## src/rtl/vram_arbiter.sv

```systemverilog
// Slot-based VRAM arbiter: interleaves two video word fetches per 8-slot cell
// with byte-wide CPU accesses on a single 16-bit VRAM port.
//
// state    | meaning
// ---------|----------------------------------------------------------
// ST_IDLE  | no access this cycle; arbitration on ce_6mp strobes
// ST_VID1  | video word 1 access (ram_cs high, read)
// ST_VID2  | video word 2 access (ram_cs high, read)
// ST_CPU   | CPU access (ram_cs high, read or byte write)
//
// Read data arrives the cycle after ram_cs and is latched at the end of that
// cycle, so vid_dout1/vid_dout2/cpu_dout show new data two cycles after the
// access cycle. cpu_ack pulses in the cycle right after the access cycle.
module vram_arbiter #(
    parameter logic [2:0] CPU_SLOT  = 3'd5,
    parameter logic [2:0] VID_SLOT1 = 3'd0,
    parameter logic [2:0] VID_SLOT2 = 3'd2
) (
    input  logic        clk_sys,
    input  logic        reset,
    input  logic        ce_6mp,
    input  logic [2:0]  slot,
    input  logic        fetch,
    input  logic        contend_all,
    input  logic [18:0] vid_addr1,
    input  logic [18:0] vid_addr2,
    input  logic        cpu_req,
    input  logic        cpu_we,
    input  logic [18:0] cpu_addr,
    input  logic [7:0]  cpu_din,
    output logic [18:0] ram_addr,
    output logic        ram_cs,
    output logic        ram_we,
    output logic [1:0]  ram_be,
    output logic [15:0] ram_din,
    input  logic [15:0] ram_dout,
    output logic [15:0] vid_dout1,
    output logic [15:0] vid_dout2,
    output logic        vid_valid,
    output logic [7:0]  cpu_dout,
    output logic        cpu_ack,
    output logic        cpu_wait
);

    typedef enum logic [1:0] {
        ST_IDLE = 2'd0,
        ST_VID1 = 2'd1,
        ST_VID2 = 2'd2,
        ST_CPU  = 2'd3
    } state_t;

    state_t      state_q;
    state_t      state_d;
    logic        cs_d;
    logic        we_d;
    logic [1:0]  be_d;
    logic [18:0] addr_d;
    logic [15:0] din_d;
    logic        cpu_hi_q;
    logic        cpu_hi_d;

    logic        vid_hit1;
    logic        vid_hit2;
    logic        cpu_eligible;
    logic        cpu_grant_ok;

    logic        cap_vid1;
    logic        cap_vid2;
    logic        cap_cpu_rd;
    logic        cell_has_vid1;
    logic        ack_block;

    assign vid_hit1     = fetch && (slot == VID_SLOT1);
    assign vid_hit2     = fetch && (slot == VID_SLOT2);
    assign cpu_eligible = contend_all ? (slot == CPU_SLOT)
                                      : (slot[1:0] == CPU_SLOT[1:0]);
    // cpu_ack is included so the ack cycle itself cannot re-grant before
    // ack_block has been registered.
    assign cpu_grant_ok = cpu_req && cpu_eligible && !vid_hit1 && !vid_hit2
                          && !ack_block && !cpu_ack;

    assign cpu_wait = cpu_req && !cpu_ack && (state_q != ST_CPU);

    // Arbitration: pick the access for the next cycle and prepare its port values.
    always_comb begin
        state_d  = ST_IDLE;
        cs_d     = 1'b0;
        we_d     = 1'b0;
        be_d     = 2'b00;
        addr_d   = ram_addr;
        din_d    = ram_din;
        cpu_hi_d = cpu_hi_q;
        if (state_q == ST_IDLE && ce_6mp) begin
            if (vid_hit1) begin
                state_d = ST_VID1;
                cs_d    = 1'b1;
                be_d    = 2'b11;
                addr_d  = vid_addr1;
            end else if (vid_hit2) begin
                state_d = ST_VID2;
                cs_d    = 1'b1;
                be_d    = 2'b11;
                addr_d  = vid_addr2;
            end else if (cpu_grant_ok) begin
                state_d  = ST_CPU;
                cs_d     = 1'b1;
                we_d     = cpu_we;
                be_d     = cpu_we ? (cpu_addr[0] ? 2'b10 : 2'b01) : 2'b11;
                addr_d   = {1'b0, cpu_addr[18:1]};
                din_d    = {cpu_din, cpu_din};
                cpu_hi_d = cpu_addr[0];
            end
        end
    end

    // State register and registered VRAM port.
    always_ff @(posedge clk_sys or posedge reset) begin
        if (reset) begin
            state_q  <= ST_IDLE;
            ram_cs   <= 1'b0;
            ram_we   <= 1'b0;
            ram_be   <= 2'b00;
            ram_addr <= 19'd0;
            ram_din  <= 16'd0;
            cpu_hi_q <= 1'b0;
        end else begin
            state_q  <= state_d;
            ram_cs   <= cs_d;
            ram_we   <= we_d;
            ram_be   <= be_d;
            ram_addr <= addr_d;
            ram_din  <= din_d;
            cpu_hi_q <= cpu_hi_d;
        end
    end

    // Read-data capture pipeline, completion pulses and CPU re-grant blocking.
    always_ff @(posedge clk_sys or posedge reset) begin
        if (reset) begin
            cap_vid1      <= 1'b0;
            cap_vid2      <= 1'b0;
            cap_cpu_rd    <= 1'b0;
            cpu_ack       <= 1'b0;
            vid_valid     <= 1'b0;
            vid_dout1     <= 16'd0;
            vid_dout2     <= 16'd0;
            cpu_dout      <= 8'd0;
            cell_has_vid1 <= 1'b0;
            ack_block     <= 1'b0;
        end else begin
            cap_vid1   <= (state_q == ST_VID1);
            cap_vid2   <= (state_q == ST_VID2);
            cap_cpu_rd <= (state_q == ST_CPU) && !ram_we;
            cpu_ack    <= (state_q == ST_CPU);
            vid_valid  <= cap_vid2 && cell_has_vid1;
            if (cap_vid1) begin
                vid_dout1 <= ram_dout;
            end
            if (cap_vid2) begin
                vid_dout2 <= ram_dout;
            end
            if (cap_cpu_rd) begin
                cpu_dout <= cpu_hi_q ? ram_dout[15:8] : ram_dout[7:0];
            end
            if (cap_vid1) begin
                cell_has_vid1 <= 1'b1;
            end else if (ce_6mp && slot == 3'd0) begin
                cell_has_vid1 <= 1'b0;
            end
            if (!cpu_req) begin
                ack_block <= 1'b0;
            end else if (cpu_ack) begin
                ack_block <= 1'b1;
            end
        end
    end

endmodule

```

## config.mk

```make
export PLATFORM = sky130hd
export DESIGN_NAME = vram_arbiter
export DESIGN_NICKNAME = d
export VERILOG_FILES = /design/src/rtl/vram_arbiter.sv
export SDC_FILE = /design/constraint.sdc
export NUM_CORES = 1
export LEC_CHECK = 0
export BUFFER_PORTS_ARGS = -buffer_cell sky130_fd_sc_hd__buf_2
export CAP_MARGIN = 20
export CORE_AREA = 2 2 102 104
export DETAILED_ROUTE_END_ITERATION = 8
export DIE_AREA = 0 0 104 106
export GPL_TIMING_DRIVEN = 0
export PLACE_DENSITY = 0.72
export SYNTH_ARGS = -nofsm -noshare
export SYNTH_HDL_FRONTEND = slang
export SYNTH_SLANG_ARGS = --single-unit
```

## constraint.sdc

```tcl
create_clock -name clk_sys -period 3.2 [get_ports clk_sys]
set_input_delay 0.32 -clock clk_sys [delete_from_list [all_inputs] [get_ports clk_sys]]
set_output_delay 0.32 -clock clk_sys [all_outputs]
set_load 0.02 [all_outputs]
```

# After elaboration in Yosys (flattened, before gate mapping)
# Index checks and enable logic that the tools add are counted.
# totals
regBits,89
input_bits,91
output_inout_bits,82
elab_cells,78
# classes
n_eq_ne,8
n_mux,27
n_bitwise,2
n_reduce_logical,24
# op_table
cell,count
19-bit two-way mux,3
2-bit two-way mux,10
1-bit logical AND,13
1-bit two-way mux,13
8-bit two-way mux,1
1-bit logical NOT,5
2-bit by 1-bit equality test with 1-bit output (second input constant),2
2-bit equality test (second input constant),2
4-bit AND reduction,1
3-bit by 2-bit equality test with 1-bit output (second input constant),1
3-bit equality test (second input constant),1
3-bit logical NOT,1
3-bit nonzero test,1
2-bit logical NOT,1
2-bit by 1-bit != test with 1-bit output (second input constant),1
2-bit != test (second input constant),1
1-bit inverter,2
2-bit AND reduction,1
2-bit nonzero test,1

# Longest topological paths before layout
# depth
word_depth,11
ltp_mapped,7

# Least setup slack after synthesis
# Ideal clock, no wire load.
# synth_timing
path_type,flip-flop to flip-flop
from,register cpu_ack
to,register cpu_hi_q
setup_time_ns,0.125
arrival_ns,1.492
path_slack_ns,1.583
path_stages_with_launch,7
n_path_buf,2
path_cell_list,dfrtp_1 > nor4b_2 > and3_1 > buf_4 > nand2_4 > buf_6 > mux2_4
# synth_between
elab_chain_len,3
# synth_rtl
item,line_no,text
from (decl),41,"output logic cpu_ack,"
from (signal assigned),154,cpu_ack <= (state_q == ST_CPU);
1-bit logical NOT,80,&& !ack_block && !cpu_ack;
1-bit logical AND,80,
4-bit AND reduction (no source line),--,
to (signal assigned),133,cpu_hi_q <= cpu_hi_d;
to (decl),59,logic cpu_hi_q;
# Every way passes these cells.
# A chain may end at the register's enable or synchronous reset.

# Worst setup path after layout
# layout_timing
from,register cap_vid1
to,register vid_dout1[2]
# layout_rtl
item,line_no,text
from (decl),67,logic cap_vid1;
from (signal assigned),151,cap_vid1 <= (state_q == ST_VID1);
to (signal assigned),157,vid_dout1 <= ram_dout;
to (decl),37,"output logic [15:0] vid_dout1,"
# No word-level cell between the ends.

==> results_dict.tcl <==
set metrics [dict create \
    status "complete, no violations" \
    r2r_cells 3 \
    yosysWarnings 0 \
    cp_max_fo 10 \
    highest_layer "met4" \
    critical-path-slowest-cell "buf_1" \
    clock.fmax_mhz 554 \
    path_cells "clkbuf_1 -> buf_1 -> mux2_2" \
    wl_per_cell_um 14.5 \
    setup_viol_count_final 0 \
    htree_levels 3 \
    dr_wl_met3_um 532 \
    row_count 37 \
    synthTopCellsByArea "dfrtp_1 59%, mux2_2 13%, mux2i_1 7.8%" \
    required_ns 3.43 \
    holdBufCountCts 1 \
    die_area_mm2 0.0110 \
    reg2reg_slack_ns 1.40 \
    reg2reg_to "vid_dout1[2]" \
    fin_area_mm2 0.00476 \
    first_global_vias 2800 \
    synth_edf_count 0 \
    die_h_um 106 \
    netlist.area_leader.share_pct 58.5 \
    rsz0062_at_grt "false" \
    area_delta_synth_final_pct 37.3 \
    worstMarginPinSlew_ns 0.708 \
    vias_per_cell 4.62 \
    holdWs_ns 0.194 \
    worstSetupEndpointType "flop" \
    min_period_over_period_pct 56.4 \
    hpwl_um 6470 \
    cts-root-buf "clkbuf_8" \
    drc 0 \
    diodes 0 \
    critPathBufInv 2 \
    leakagePower_nw 2.38 \
    worstHoldEndpoint "ram_din[9]" \
    min_delay_path_depth 2 \
    dr.pass1.iters 4 \
    min_from "cpu_din[1]" \
    cp_top_family "buffers and inverters" \
    drt_iter0_markers 67 \
    ys_types 27 \
    gr-total-overflow 0 \
    cts_made_buffers 9 \
    post_cts_buffers 0 \
    synth_area_mm2 0.00346 \
    r2r-start "cap_vid1" \
    numPortBuffers 171 \
    ys.flop_type "dfrtp_1" \
    start_util_pct 34.6 \
    io_pins 173 \
    critPathMaxStageDelay_ns 0.56 \
    final.min_clock_period_ns 1.80 \
    hp-class "primary input to flop" \
    grt_first_pass_wirelength_um 13500 \
    cts.path.max_buffers 2 \
    maxSlewHeadroom_pct 52.8 \
    final_antenna_net_count 0 \
    antenna_found_initial 0 \
    core_area_mm2 0.0100 \
    synth_top_area_cell "dfrtp_1" \
    wl_met2_um 4000 \
    tritoncts "done" \
    nNetsFinal 533 \
    synth_common_cells "81 x dfrtp_1, 40 x mux2_2, 27 x mux2i_1" \
    grt_usage_pct 15.6 \
    cp.arrival_ns 2.04 \
    clk_pin_slew_worst_paths_ns 0.09 \
    syn_inst 258 \
    cap_viol_max_count 0 \
    die_w_um 104 \
    startpoint_type "flop" \
    slew_viol_final 0 \
    ir_drop_v 0.000249 \
    gp_congestion 0.784 \
    async_flop_share_pct 100 \
    fin_skew_ns 0.0103 \
    syn_avg_cell_area_um2 13.4 \
    worst_skew_pair.late_latency_ns 0.35 \
    num_vias 2696 \
    syn-num-nets 349 \
    wl_um 8440 \
    wl_met1_um 3740 \
    numClockSinks 81 \
    hold_viol 0 \
    synth-seq-cells 81 \
    synth.most_common_cell "dfrtp_1" \
    placed_cell_area_mm2 0.00452 \
    cts_resized 0 \
    critical_path_class "flop to flop" \
    drive_gt1_share_pct 56.2 \
    cellPowerDensity_mw_per_mm2 671 \
    grt_max_degree 56 \
    yosysSeqAreaShare_pct 58.5 \
]
[metal layers]
metal	GRT usage (%)	up-vias
met5	0	-
met1	19.2	1286
met3	3.19	14
met4	6.95	0
met2	26.4	121
li1	-	1275
[state kept, by name (all words and copies together) (netlist names), 2 cells and up]
signal     count
vid_dout2     16
cpu_dout       8
ram_din        8
ram_be         2
ram_addr      19
state_q        2
vid_dout1     16
[placed cells by master, fill, tap and decap left out, types with 3 or more instances in the layout]
cell type / count
mux2_2: 40
buf_4: 11
buf_2: 175
a21oi_1: 10
clkbuf_8: 10
o221a_1: 18
and2_1: 3
mux2i_1: 27
nor2b_1: 5
dfrtp_1: 81
clkbuf_1: 7
nor2_1: 11
nand2_1: 21
[final cells by class]
cell class                      instances  area [µm²]
Timing Repair Buffer                  173         893
Buffer                                 25         155
Tap cell                              136         170
Clock inverter                          6        90.1
Inverter                                2        10.0
Fill cell                             928        5240
Clock buffer                           10         138
Multi-Input combinational cell        150        1270
Sequential cell                        81        2030
[per-stage QoR]
stage | std cells | total power [W] | util [%] | setup TNS (ns) | setup slack, ns
global route | 583 | 0.00336 | 47.6 | 0 | 1.26
CTS | 583 | 0.00323 | 47.6 | 0 | 1.36
floorplan | 258 | 0.00200 | - | 0 | 0.800
finish | 583 | 0.00319 | 47.6 | 0 | 1.40
detailed placement | 566 | 0.00238 | 45.2 | 0 | 1.27
global placement | 565 | 0.00235 | 44.9 | -7.59 | -0.0987
[power by group]
part / internal, W / leakage [nW] / total (W) / switching (W)
sequential: 0.00124 / 0.961 / 0.00136 / 0.000119
clock: 0.000463 / 0.113 / 0.000841 / 0.000378
combinational: 0.000432 / 1.30 / 0.000990 / 0.000558
[how the worst max path moves through the flow]
stage          cells after the start  slack (ns)            to      from
2_1_floorplan                      1        0.80     ack_block     reset
3_3_place_gp                       2        -0.1   ram_addr[3]     reset
3_5_place_dp                       7        1.27  ram_addr[15]   slot[0]
4_1_cts                            3        1.36  vid_dout1[2]  cap_vid1
5_1_grt                            3        1.26  vid_dout1[2]  cap_vid1
6_report                           3        1.40  vid_dout1[2]  cap_vid1
[cell families (layout without fill, tap and decap cells)]
family	after synthesis	after routing	synth area share (%)
AOI/OAI and AO/OA	33	33	8.27
DFF	81	81	58.5
buffers and inverters	27	216	4.69
and+or+nand+nor	49	49	7.29
muxes	68	68	21.2
(Power assumes the default switching activity.)
